`src/rtl/pll_startup_seq_pkg.sv`:
```
// Shared state encoding for the PLL startup sequencer.
// Plain localparams keep the encoding usable by older tools that lack enum support.
package pll_startup_seq_pkg;

    localparam logic [1:0] S_WAIT_LOCK = 2'd0;
    localparam logic [1:0] S_SETTLE    = 2'd1;
    localparam logic [1:0] S_RUN       = 2'd2;
    localparam logic [1:0] S_LOST      = 2'd3;

endpackage

```
`src/rtl/pll_startup_seq_sync2.sv`:
```
// Generic two-flop synchroniser for a single asynchronous level input.
// Both flops clear to 0, so the synchronised level reads as low out of reset.
module sync2 (
    input  logic clock,
    input  logic reset,
    input  logic i_d,
    output logic o_q
);

    logic r_meta;
    logic r_sync;

    always_ff @(posedge clock or posedge reset) begin
        if (reset) begin
            r_meta <= 1'b0;
            r_sync <= 1'b0;
        end else begin
            r_meta <= i_d;
            r_sync <= r_meta;
        end
    end

    assign o_q = r_sync;

endmodule

```
`src/rtl/pll_startup_seq.sv`:
```
// Startup sequencer behind the PLL: waits for a stable lock, releases the TDC reset,
// debounces lock loss in RUN and keeps a saturating count of genuine losses.
module pll_startup_seq
    import pll_startup_seq_pkg::*;
#(
    parameter int USE_LOCK        = 1,
    parameter int SETTLE_CYCLES   = 4096,
    parameter int DEBOUNCE_CYCLES = 8,
    parameter int LOSS_W          = 8
) (
    input  logic              clock,
    input  logic              reset,
    input  logic              lock_async,
    input  logic              loss_clear,
    output logic              tdc_reset,
    output logic              ready,
    output logic [LOSS_W-1:0] loss_count
);

    localparam int SETTLE_W = $clog2(SETTLE_CYCLES + 1);
    localparam int LOW_W    = $clog2(DEBOUNCE_CYCLES + 1);
    localparam logic [SETTLE_W-1:0] SETTLE_LAST = SETTLE_W'(SETTLE_CYCLES - 1);
    localparam logic [LOW_W-1:0]    LOW_LAST    = LOW_W'(DEBOUNCE_CYCLES - 1);

    logic                w_lockS;
    logic [1:0]          w_nextState;
    logic [1:0]          r_state;
    logic [SETTLE_W-1:0] r_settleCnt;
    logic [LOW_W-1:0]    r_lowCnt;
    logic                r_tdcReset;
    logic                r_ready;
    logic [LOSS_W-1:0]   r_lossCount;

    // Boards without a LOCK pin behave as permanently locked.
    generate
        if (USE_LOCK != 0) begin : g_lockSync
            sync2 u_lockSync (
                .clock (clock),
                .reset (reset),
                .i_d   (lock_async),
                .o_q   (w_lockS)
            );
        end else begin : g_lockTied
            logic w_unusedLock;
            assign w_unusedLock = lock_async;
            assign w_lockS      = 1'b1;
        end
    endgenerate

    always_comb begin
        w_nextState = r_state;
        case (r_state)
            S_WAIT_LOCK: if (w_lockS) w_nextState = S_SETTLE;
            S_SETTLE: begin
                if (!w_lockS)
                    w_nextState = S_WAIT_LOCK;
                else if (r_settleCnt == SETTLE_LAST)
                    w_nextState = S_RUN;
            end
            S_RUN:       if (!w_lockS && (r_lowCnt == LOW_LAST)) w_nextState = S_LOST;
            S_LOST:      w_nextState = S_WAIT_LOCK;
            default:     w_nextState = S_WAIT_LOCK;
        endcase
    end

    // Outputs are decoded from the next state so they change on the RUN entry/exit edge.
    always_ff @(posedge clock or posedge reset) begin
        if (reset) begin
            r_state     <= S_WAIT_LOCK;
            r_settleCnt <= '0;
            r_lowCnt    <= '0;
            r_tdcReset  <= 1'b1;
            r_ready     <= 1'b0;
        end else begin
            r_state     <= w_nextState;
            r_settleCnt <= ((r_state == S_SETTLE) && (w_nextState == S_SETTLE))
                           ? r_settleCnt + 1'b1 : '0;
            r_lowCnt    <= ((r_state == S_RUN) && (w_nextState == S_RUN) && !w_lockS)
                           ? r_lowCnt + 1'b1 : '0;
            r_tdcReset  <= (w_nextState != S_RUN);
            r_ready     <= (w_nextState == S_RUN);
        end
    end

    // The count steps on the edge into LOST so it is already visible during LOST.
    always_ff @(posedge clock or posedge reset) begin
        if (reset)
            r_lossCount <= '0;
        else if (loss_clear)
            r_lossCount <= '0;
        else if ((w_nextState == S_LOST) && (r_lossCount != {LOSS_W{1'b1}}))
            r_lossCount <= r_lossCount + 1'b1;
    end

    assign tdc_reset  = r_tdcReset;
    assign ready      = r_ready;
    assign loss_count = r_lossCount;

endmodule
```
`config.mk`:
```
export PLATFORM = sky130hd
export DESIGN_NAME = pll_startup_seq
export DESIGN_NICKNAME = d
export VERILOG_FILES = /design/src/rtl/pll_startup_seq_pkg.sv /design/src/rtl/pll_startup_seq_sync2.sv /design/src/rtl/pll_startup_seq.sv
export SDC_FILE = /design/constraint.sdc
export NUM_CORES = 1
export LEC_CHECK = 0
export ABC_AREA = 1
export ABC_CLOCK_PERIOD_IN_PS = 1800
export CAP_MARGIN = 10
export CORE_ASPECT_RATIO = 0.5
export CORE_MARGIN = 5
export CORE_UTILIZATION = 52
export DETAILED_ROUTE_END_ITERATION = 10
export PLACE_DENSITY = 0.71
export SYNTH_ARGS = -nofsm -noshare
export SYNTH_HDL_FRONTEND = slang
export SYNTH_SLANG_ARGS = --single-unit
```
`constraint.sdc`:
```
create_clock -name clock -period 1.8 [get_ports clock]
set_input_delay 0.45 -clock clock [delete_from_list [all_inputs] [get_ports clock]]
set_output_delay 0.45 -clock clock [all_outputs]
set_load 0.1 [all_outputs]
```
==> results.yml, run 1 <==
critical_path:
  critical_path.cell_chain: "ha_1, nand3_1, nor2_2, nor2_4, nor2_2, nand2_1, nand2_1"
  path_class: "reg2reg"
  critPathCaptureType: "flop"
  max_stage_delay_ns: 0.43
  cp.arrival_ns: 1.77
  reg2reg_from: "loss_count[0]$_DFFE_PP0P_"
  worst_r2r_endpoint: "loss_count[5]$_DFFE_PP0P_"
  ff2ff_setup_slack_ns: 0.24
  crit_slowest_cell: "dfrtp_2"
  worstSetupStartpointType: "flop"
  cp_max_fo: 9
  worstPathRequired_ns: 2.01
  worst-r2r-cell-count: 7
  startpoint: "loss_count[0]$_DFFE_PP0P_"
route:
  avgRoutedWirePerCell_um: 12.0
  dr.first_iter.drc_count: 57
  dr.pass1.iters: 4
  dr_total_vias: 1283
  viasPerCell: 5.15
  remaining_drc_errors: 0
  ant_nets: 0
  wl_mm: 2.98
cts:
  cts_setup_buffers: 0
  cts_tree: "yes"
  clkTransAtPathRegs_ns: 0.06
  htreeDepth: 2
  cts.path.max_buffers: 2
  holdBufCountCts: 0
  insertion_delay_ns: 0.28
  cts-resized-gates: 0
  clockRootBuffer: "clkbuf_8"
  cts.sinks: 31
  cts_made_buffers: 5
pwr:
  power_frac_comb: 0.052
  internal_power_w: 0.00108
  worst_ir_drop_vdd_v: 0.000481
  power_frac_seq: 0.518
  power.share.switching: 0.217
  clock_power_share: 0.430
  switching_power_w: 0.000299
  cellLeakagePower_nw: 0.876
  p_per_area_nw_per_um2: 708
hold_path:
  hold_end: "g_lockSync.u_lockSync.o_q$_DFF_PP0_"
  min_from: "g_lockSync.u_lockSync.r_meta$_DFF_PP0_"
  hold_class: "reg2reg"
  hold_path_depth: 0
placement:
  place_congestion: 0.857
  port_buffers: 13
  place_hpwl_mm: 2.15
  dp.cells: 241
  preCtsSetupSlack_ns: 0.276
timing:
  hold_violations: 0
  fmax_mhz: 641
  rsz0062_at_grt: "no"
  slew_violations: 0
  fin_tns_setup_ns: 0
  fin_crit_ns: 1.56
  setup_ws_ns: 0.241
  setup_viol: 0
  period_share: 0.866
  relSlewSlack: 0.742
  finClkSkew_ns: 0.00243
  tightest_slew_ns: 0.387
grt:
  gr-usage-all-layers: 0.160
  grt_first_pass_wirelength_mm: 5.29
  grt-ovfl-total: 0
  grt_pass1_vias: 1184
  grt_max_degree: 32
  antenna_found_initial: 0
synth:
  ys_seq_area_frac: 0.498
  ys_ff_latch: 31
  ys_warn_count: 0
  syn_area_per_cell_um2: 8.30
  synth_area_um2: 1560
  synthDistinctLibCells: 27
  syn_inst: 188
  synth.net_count: 195
final_layout:
  syn2layout_area_growth_pct: 24.5
  fin_cells: 249
  nets: 215
  drive_gt1_frac: 0.196
  num_antenna_cells: 0
die:
  coreArea_um2: 2940
  initial_utilization: 0.530
  fp.dieW_um: 87.5
  die_y_um: 48.7
  rows: 14
  dieArea_um2: 4260
  pin_count: 14
run_status:
  status: "complete, no violations"
flow_run:
  max_cap_violations: 0
[synthesized netlist by cell type]
cell type	count	area [um^2]
a211oi_1	1	7.51
a21boi_0	1	7.51
a21oi_1	5	25.0
buf_6	1	11.3
dfrtp_1	30	751
dfstp_2	1	26.3
ha_1	3	37.5
inv_1	21	78.8
inv_2	1	3.75
nand2_1	41	154
nand2_2	6	37.5
nand2_4	1	11.3
nand3_1	16	80.1
nand3_2	1	10.0
nand3b_1	1	7.51
nand4_1	6	37.5
nor2_1	26	97.6
nor2_2	5	31.3
nor2_4	1	11.3
nor3_1	9	45.0
nor3_2	1	10.0
nor3b_1	1	7.51
o211ai_1	1	7.51
o21ai_1	1	5.00
or2_2	1	6.26
xnor2_1	2	17.5
xor2_1	4	35.0
[power groups by stage]
stage / Sequential, W / Combinational [W] / Clock, W
final: 0.000713 / 0.0000717 / 0.000592
after floorplan: 0.000724 / 0.0000566 / 0
after global placement: 0.000725 / 0.0000715 / 0
after CTS: 0.000713 / 0.0000733 / 0.000616
after global routing: 0.000714 / 0.0000825 / 0.000657
after detailed placement: 0.000726 / 0.0000729 / 0
[worst max-delay path, delay by kind of cell (launching register included)]
family	cells	cell delay (ns)
DFF	1	0.43
and+or+nand+nor	6	0.84
adders and majority gates	1	0.22
[kinds of logic (layout without fill, tap and decap cells)]
logic type,Yosys count,count (layout),synth area share
compound gates,9,9,0.0337
xor+xnor,6,6,0.0337
fa+ha+maj,3,3,0.0241
buf+inv,23,44,0.0601
flops,31,31,0.498
simple gates,116,116,0.350
[worst max-delay path by stage]
stage | endpoint | depth (start not counted)
after floorplan | loss_count[7]$_DFFE_PP0P_ | 6
after global placement | loss_count[2]$_DFFE_PP0P_ | 7
after detailed placement | loss_count[3]$_DFFE_PP0P_ | 7
after CTS | loss_count[5]$_DFFE_PP0P_ | 7
after global routing | loss_count[5]$_DFFE_PP0P_ | 7
final | loss_count[5]$_DFFE_PP0P_ | 7
[layer usage]
metal	GRT usage	part of all wire	up-vias
met4	0.0714	0.014	0
met3	0.0525	0.050	6
met5	0	0	-
met2	0.258	0.50	35
li1	-	-	645
met1	0.195	0.43	597
[sequential cells by signal, summed over array words and instances, names as in the netlist]
name / count
ready: 1
r_state: 2
r_settleCnt: 13
loss_count: 8
r_lowCnt: 4
g_lockSync.u_lockSync.r_meta: 1
tdc_reset: 1
g_lockSync.u_lockSync.o_q: 1
[final cells by class]
| type | count | area, um^2 |
|---|---|---|
| fill | 244 | 1000 |
| inverter | 22 | 82.6 |
| clock buffer | 8 | 100 |
| timing repair buffer | 14 | 238 |
| tap | 40 | 50.0 |
| sequential | 31 | 783 |
| multi-input combinational | 134 | 689 |
[cells in the final DEF, fill, tap and decap left out, types with 6 or more instances in the layout]
cell type,n
clkbuf_8,7
nor2_1,26
buf_12,10
inv_1,21
nor3_1,9
nand3_1,16
nand2_1,41
nand2_2,6
nand4_1,6
dfrtp_1,25
[stage by stage]
stage          instance area (um^2)  hold slack [ns]  utilization  total power (W)
6_report                       1940            0.355        0.660          0.00138
5_1_grt                        1940            0.382        0.660          0.00145
4_1_cts                        1940            0.362        0.660          0.00140
3_5_place_dp                   1840            0.347        0.626         0.000799
3_3_place_gp                   1840            0.339        0.626         0.000797
2_1_floorplan                  1570            0.331            -         0.000781
Note: power is estimated with default switching activity, not from simulation.
==> run 2: changes to the inputs <==
- PLACE_DENSITY: 0.71 -> default
- PLACE_DENSITY_LB_ADDON: default -> 0.2
- REMOVE_ABC_BUFFERS: default -> 1
==> run 2 against run 1 <==
Against the previous run: flip-flop and latch count unchanged; hold slack got worse by 0.0056 ns; first-iteration DRC count decreased by 28%; clock-buffer cell count unchanged; largest power group unchanged; highest routed layer unchanged.
==> results.yml, run 2 (synthesis results as in run 1) <==
cts:
  cts.path.max_buffers: 2
  htreeDepth: 2
  clkTransAtPathRegs_ns: 0.07
  cts.sinks: 31
  insertion_delay_ns: 0.28
  cts_tree: "yes"
  cts_made_buffers: 5
  holdBufCountCts: 0
  clockRootBuffer: "clkbuf_8"
  cts-resized-gates: 0
  cts_setup_buffers: 0
final_layout:
  drive_gt1_frac: 0.172
  fin_util: 0.662
  registers.top_by_ff_count: "r_settleCnt"
  nets: 215
  largest_register_ffs: 13
  num_antenna_cells: 0
  syn2layout_area_growth_pct: 24.9
  final_cell_mix: "nand2_1 (41), dfrtp_1 (30), nor2_1 (26)"
  fillers: 240
  fin_cells: 249
  mostFrequentLayoutCell: "nand2_1"
critical_path:
  critical_path.cell_chain: "ha_1, nand3_1, nor2_2, nor2_4, nor2_2, nand2_1, nand2_1"
  worstSetupStartpointType: "flop"
  cp_max_fo: 9
  worst_r2r_endpoint: "loss_count[7]$_DFFE_PP0P_"
  crit_slowest_cell: "dfrtp_1"
  worst-r2r-cell-count: 7
  ff2ff_setup_slack_ns: 0.23
  critPathCaptureType: "flop"
  reg2reg_from: "loss_count[0]$_DFFE_PP0P_"
  max_stage_delay_ns: 0.48
  worstPathRequired_ns: 2.02
  path_class: "reg2reg"
  cp.arrival_ns: 1.79
route:
  wl_mm: 3.18
  wl_met3_um: 145
  ant_nets: 0
  remaining_drc_errors: 0
  dr.pass1.iters: 4
  m1WireLength_mm: 1.44
  dr_total_vias: 1298
  maxUsedRoutingLayer: "met4"
  dr.first_iter.drc_count: 41
  wl_met2_mm: 1.56
  avgRoutedWirePerCell_um: 12.8
  viasPerCell: 5.21
flow_run:
  max_cap_violations: 0
pwr:
  cellLeakagePower_nw: 0.889
  worst_ir_drop_vdd_v: 0.000372
  power_w: 0.00140
  p_per_area_nw_per_um2: 718
placement:
  dp.cells: 241
  place_congestion: 0.823
  preCtsSetupSlack_ns: 0.236
  place_hpwl_mm: 2.29
  port_buffers: 13
hold_path:
  hold_end: "g_lockSync.u_lockSync.o_q$_DFF_PP0_"
  hold_class: "reg2reg"
  min_from: "g_lockSync.u_lockSync.r_meta$_DFF_PP0_"
  hold_path_depth: 0
grt:
  grt-ovfl-total: 0
  gr-usage-all-layers: 0.175
  grt_max_degree: 32
  grt_first_pass_wirelength_mm: 5.84
  grt_pass1_vias: 1357
  antenna_found_initial: 0
timing:
  finClkSkew_ns: 0.00409
  setup_viol: 0
  fin_tns_setup_ns: 0
  rsz0062_at_grt: "no"
  relSlewSlack: 0.758
  setup_ws_ns: 0.231
  period_share: 0.872
  fmax_mhz: 637
  fin_crit_ns: 1.57
  hold_violations: 0
  tightest_slew_ns: 0.360
  slew_violations: 0
die:
  fp.dieW_um: 87.5
  rows: 14
  coreArea_um2: 2940
  initial_utilization: 0.530
  dieArea_um2: 4260
  die_y_um: 48.7
  pin_count: 14
run_status:
  status: "complete, no violations"
==> run 2: area by class of cell <==
cell class	count	area [um^2]	share of cell area
Tap cell	40	50.0	0.0257
Multi-Input combinational cell	134	689	0.354
Clock buffer	8	100	0.0513
Inverter	22	82.6	0.0424
Timing Repair Buffer	14	250	0.128
Sequential cell	31	777	0.399
==> run 2: worst max path at each step <==
stage / from / endpoint / cells after the start
4_1_cts: loss_count[0]$_DFFE_PP0P_ / loss_count[7]$_DFFE_PP0P_ / 7
3_3_place_gp: r_settleCnt[0]$_DFF_PP0_ / r_lowCnt[0]$_DFF_PP0_ / 7
6_report: loss_count[0]$_DFFE_PP0P_ / loss_count[7]$_DFFE_PP0P_ / 7
5_1_grt: loss_count[0]$_DFFE_PP0P_ / loss_count[5]$_DFFE_PP0P_ / 7
2_1_floorplan: loss_count[0]$_DFFE_PP0P_ / loss_count[5]$_DFFE_PP0P_ / 7
3_5_place_dp: loss_count[0]$_DFFE_PP0P_ / loss_count[7]$_DFFE_PP0P_ / 7
==> run 2: layer usage <==
| layer | up-vias | global-route usage |
|---|---|---|
| met5 | - | 0 |
| met4 | 0 | 0.0663 |
| met3 | 6 | 0.0661 |
| met2 | 24 | 0.275 |
| met1 | 624 | 0.217 |
| li1 | 644 | - |
==> run 2: critical path: cells and delay by family, from the launching register on <==
kind | cells | cell delay, ns
flops | 1 | 0.48
fa+ha+maj | 1 | 0.23
simple gates | 6 | 0.79
==> run 2: where the power goes <==
group          internal (W)   total, W  switching (W)
Combinational     0.0000262  0.0000768      0.0000506
Sequential         0.000706   0.000713     0.00000685
Clock              0.000349   0.000610       0.000261
==> run 2: stage by stage <==
step	hold WS, ns	cell area [um^2]
global placement	0.333	1850
floorplan	0.331	1550
CTS	0.351	1950
finish	0.349	1950
detailed placement	0.336	1850
global route	0.368	1950
==> run 3: changes to the inputs <==
- SYNTH_HIERARCHICAL: default -> 1
==> run 3 against run 2 <==
Against the previous run: combinational power down 5.7%; die area increased by 0.33%; flip-flop and latch count stayed put; clock-buffer cell count down 3; largest cell class unchanged.
==> results.yml, run 3 <==
run_status:
  status: "complete, no violations"
die:
  coreArea_um2: 2940
  initial_utilization: 0.532
  dieArea_um2: 4280
  rows: 14
  die_y_um: 48.8
  fp.dieW_um: 87.6
  pin_count: 14
synth:
  synthDistinctLibCells: 23
  ys_warn_count: 6
  yosys.cell_count.top_type: "nand2_1"
  ys_ff_latch: 31
  async_reset_ff_frac: 1.00
  yosysTopAreaCell: "dfrtp_1"
  ys_seq_area_frac: 0.496
  syn_inst: 197
  synth_edf_count: 0
  synthTopCellsByCount: "nand2_1 (40), nor2_1 (32), dfrtp_1 (30), inv_1 (27), nand3_1 (19)"
  syn_area_per_cell_um2: 7.95
  ys_top_cells_by_area: "dfrtp_1 (48%), nand2_1 (9.6%), nor2_1 (7.7%)"
  synth_top_area_share: 0.479
  ys.flop_type: "dfrtp_1"
  synth_area_um2: 1570
route:
  viasPerCell: 5.10
  wl_mm: 3.28
  dr.pass1.iters: 4
  dr.first_iter.drc_count: 67
  avgRoutedWirePerCell_um: 12.6
  ant_nets: 0
  dr_total_vias: 1327
  remaining_drc_errors: 0
cts:
  cts.path.max_buffers: 2
  clkTransAtPathRegs_ns: 0.07
  cts.sinks: 31
  clockRootBuffer: "clkbuf_8"
  cts_made_buffers: 5
  cts_setup_buffers: 0
  htreeDepth: 2
  holdBufCountCts: 0
  insertion_delay_ns: 0.28
  cts-resized-gates: 0
  cts_tree: "yes"
timing:
  fmax_mhz: 621
  holdWs_ns: 0.348
  hold_violations: 0
  rsz0062_at_grt: "no"
  tightest_slew_ns: 0.365
  slew_violations: 0
  setup_viol: 0
  fin_crit_ns: 1.61
  relSlewSlack: 0.757
  finClkSkew_ns: 0.00573
  period_share: 0.895
critical_path:
  ff2ff_setup_slack_ns: 0.19
  worstPathRequired_ns: 2.01
  worstSetupStartpointType: "flop"
  cp_max_fo: 12
  startpoint: "r_settleCnt[0]$_DFF_PP0_"
  cp.arrival_ns: 1.82
  path_class: "reg2reg"
  worst-r2r-cell-count: 7
  reg2reg_from: "r_settleCnt[0]$_DFF_PP0_"
  critPathCaptureType: "flop"
  worst_r2r_endpoint: "r_lowCnt[3]$_DFF_PP0_"
pwr:
  worst_ir_drop_vdd_v: 0.000324
  cellLeakagePower_nw: 0.882
  p_per_area_nw_per_um2: 682
final_layout:
  syn2layout_area_growth_pct: 24.3
  num_antenna_cells: 0
  nets: 226
  drive_gt1_frac: 0.155
  final_cell_mix: "nand2_1 (40), nor2_1 (32), dfrtp_1 (30)"
  fin_util: 0.662
  largest_register_ffs: 13
  registers.top_by_ff_count: "r_settleCnt"
  mostFrequentLayoutCell: "nand2_1"
placement:
  place_hpwl_mm: 2.40
  place_congestion: 0.885
  port_buffers: 13
grt:
  antenna_found_initial: 0
  grt-ovfl-total: 0
  grt_pass1_vias: 1450
  grt_first_pass_wirelength_mm: 5.96
  grt_max_degree: 30
  gr-usage-all-layers: 0.179
hold_path:
  hold_class: "in2async"
flow_run:
  max_cap_violations: 0
==> run 3: worst max-delay path by stage <==
stage	end	depth (start not counted)	slack, ns
2_1_floorplan	loss_count[7]$_DFFE_PP0P_	9	-0.28
3_3_place_gp	loss_count[7]$_DFFE_PP0P_	6	0.27
3_5_place_dp	loss_count[5]$_DFFE_PP0P_	6	0.18
4_1_cts	r_lowCnt[3]$_DFF_PP0_	7	0.21
5_1_grt	r_lowCnt[3]$_DFF_PP0_	7	0.03
6_report	r_lowCnt[3]$_DFF_PP0_	7	0.19
==> run 3: final cells by class <==
class	count	area [um^2]
Fill cell	258	996
Sequential cell	31	777
Multi-Input combinational cell	136	669
Timing Repair Buffer	16	253
Inverter	29	109
Clock buffer	5	68.8
Tap cell	40	50.0
Clock inverter	3	20.0
==> run 3: critical path: stages (launching register included) <==
cell	delay [ns]
dfrtp_1	0.37
ha_1	0.20
nand3_1	0.17
nor2_2	0.19
nand2_2	0.13
nand2_4	0.16
nand3_1	0.17
nor2_1	0.14
==> run 3: cells by family (layout without fill, tap and decap cells) <==
family | Yosys count | after routing | synth area share
AO/OA/AOI/OAI | 14 | 14 | 0.0495
XOR/XNOR | 6 | 6 | 0.0335
adder cells (fa/ha/maj) | 3 | 3 | 0.0240
buffers and inverters | 30 | 53 | 0.0767
flip-flops | 31 | 31 | 0.496
AND/OR/NAND/NOR | 113 | 113 | 0.320
==> run 3: per-layer routing <==
layer	GRT usage	wire (um)	share of wire
met1	0.204	1420	0.43
met2	0.300	1650	0.50
met3	0.0556	156	0.048
met4	0.0918	47	0.014
met5	0	0	0
==> run 3: report_power, final <==
part / total, W / leakage (nW) / internal [W] / switching, W
clock: 0.000541 / 0.0402 / 0.000269 / 0.000273
sequential: 0.000713 / 0.422 / 0.000706 / 0.00000751
combinational: 0.0000724 / 0.420 / 0.0000223 / 0.0000501
total: 0.00133 / 0.882 / 0.000997 / 0.000330
==> run 3: through the flow <==
step | instances | TNS [ns] | setup slack, ns | area [um^2] | total power (W)
final | 260 | 0 | 0.189 | 1950 | 0.00133
after global routing | 260 | 0 | 0.0320 | 1950 | 0.00140
after CTS | 260 | 0 | 0.208 | 1950 | 0.00134
after detailed placement | 252 | 0 | 0.180 | 1860 | 0.000800
after global placement | 252 | 0 | 0.266 | 1860 | 0.000796
after floorplan | 196 | -1.99 | -0.280 | 1560 | 0.000775
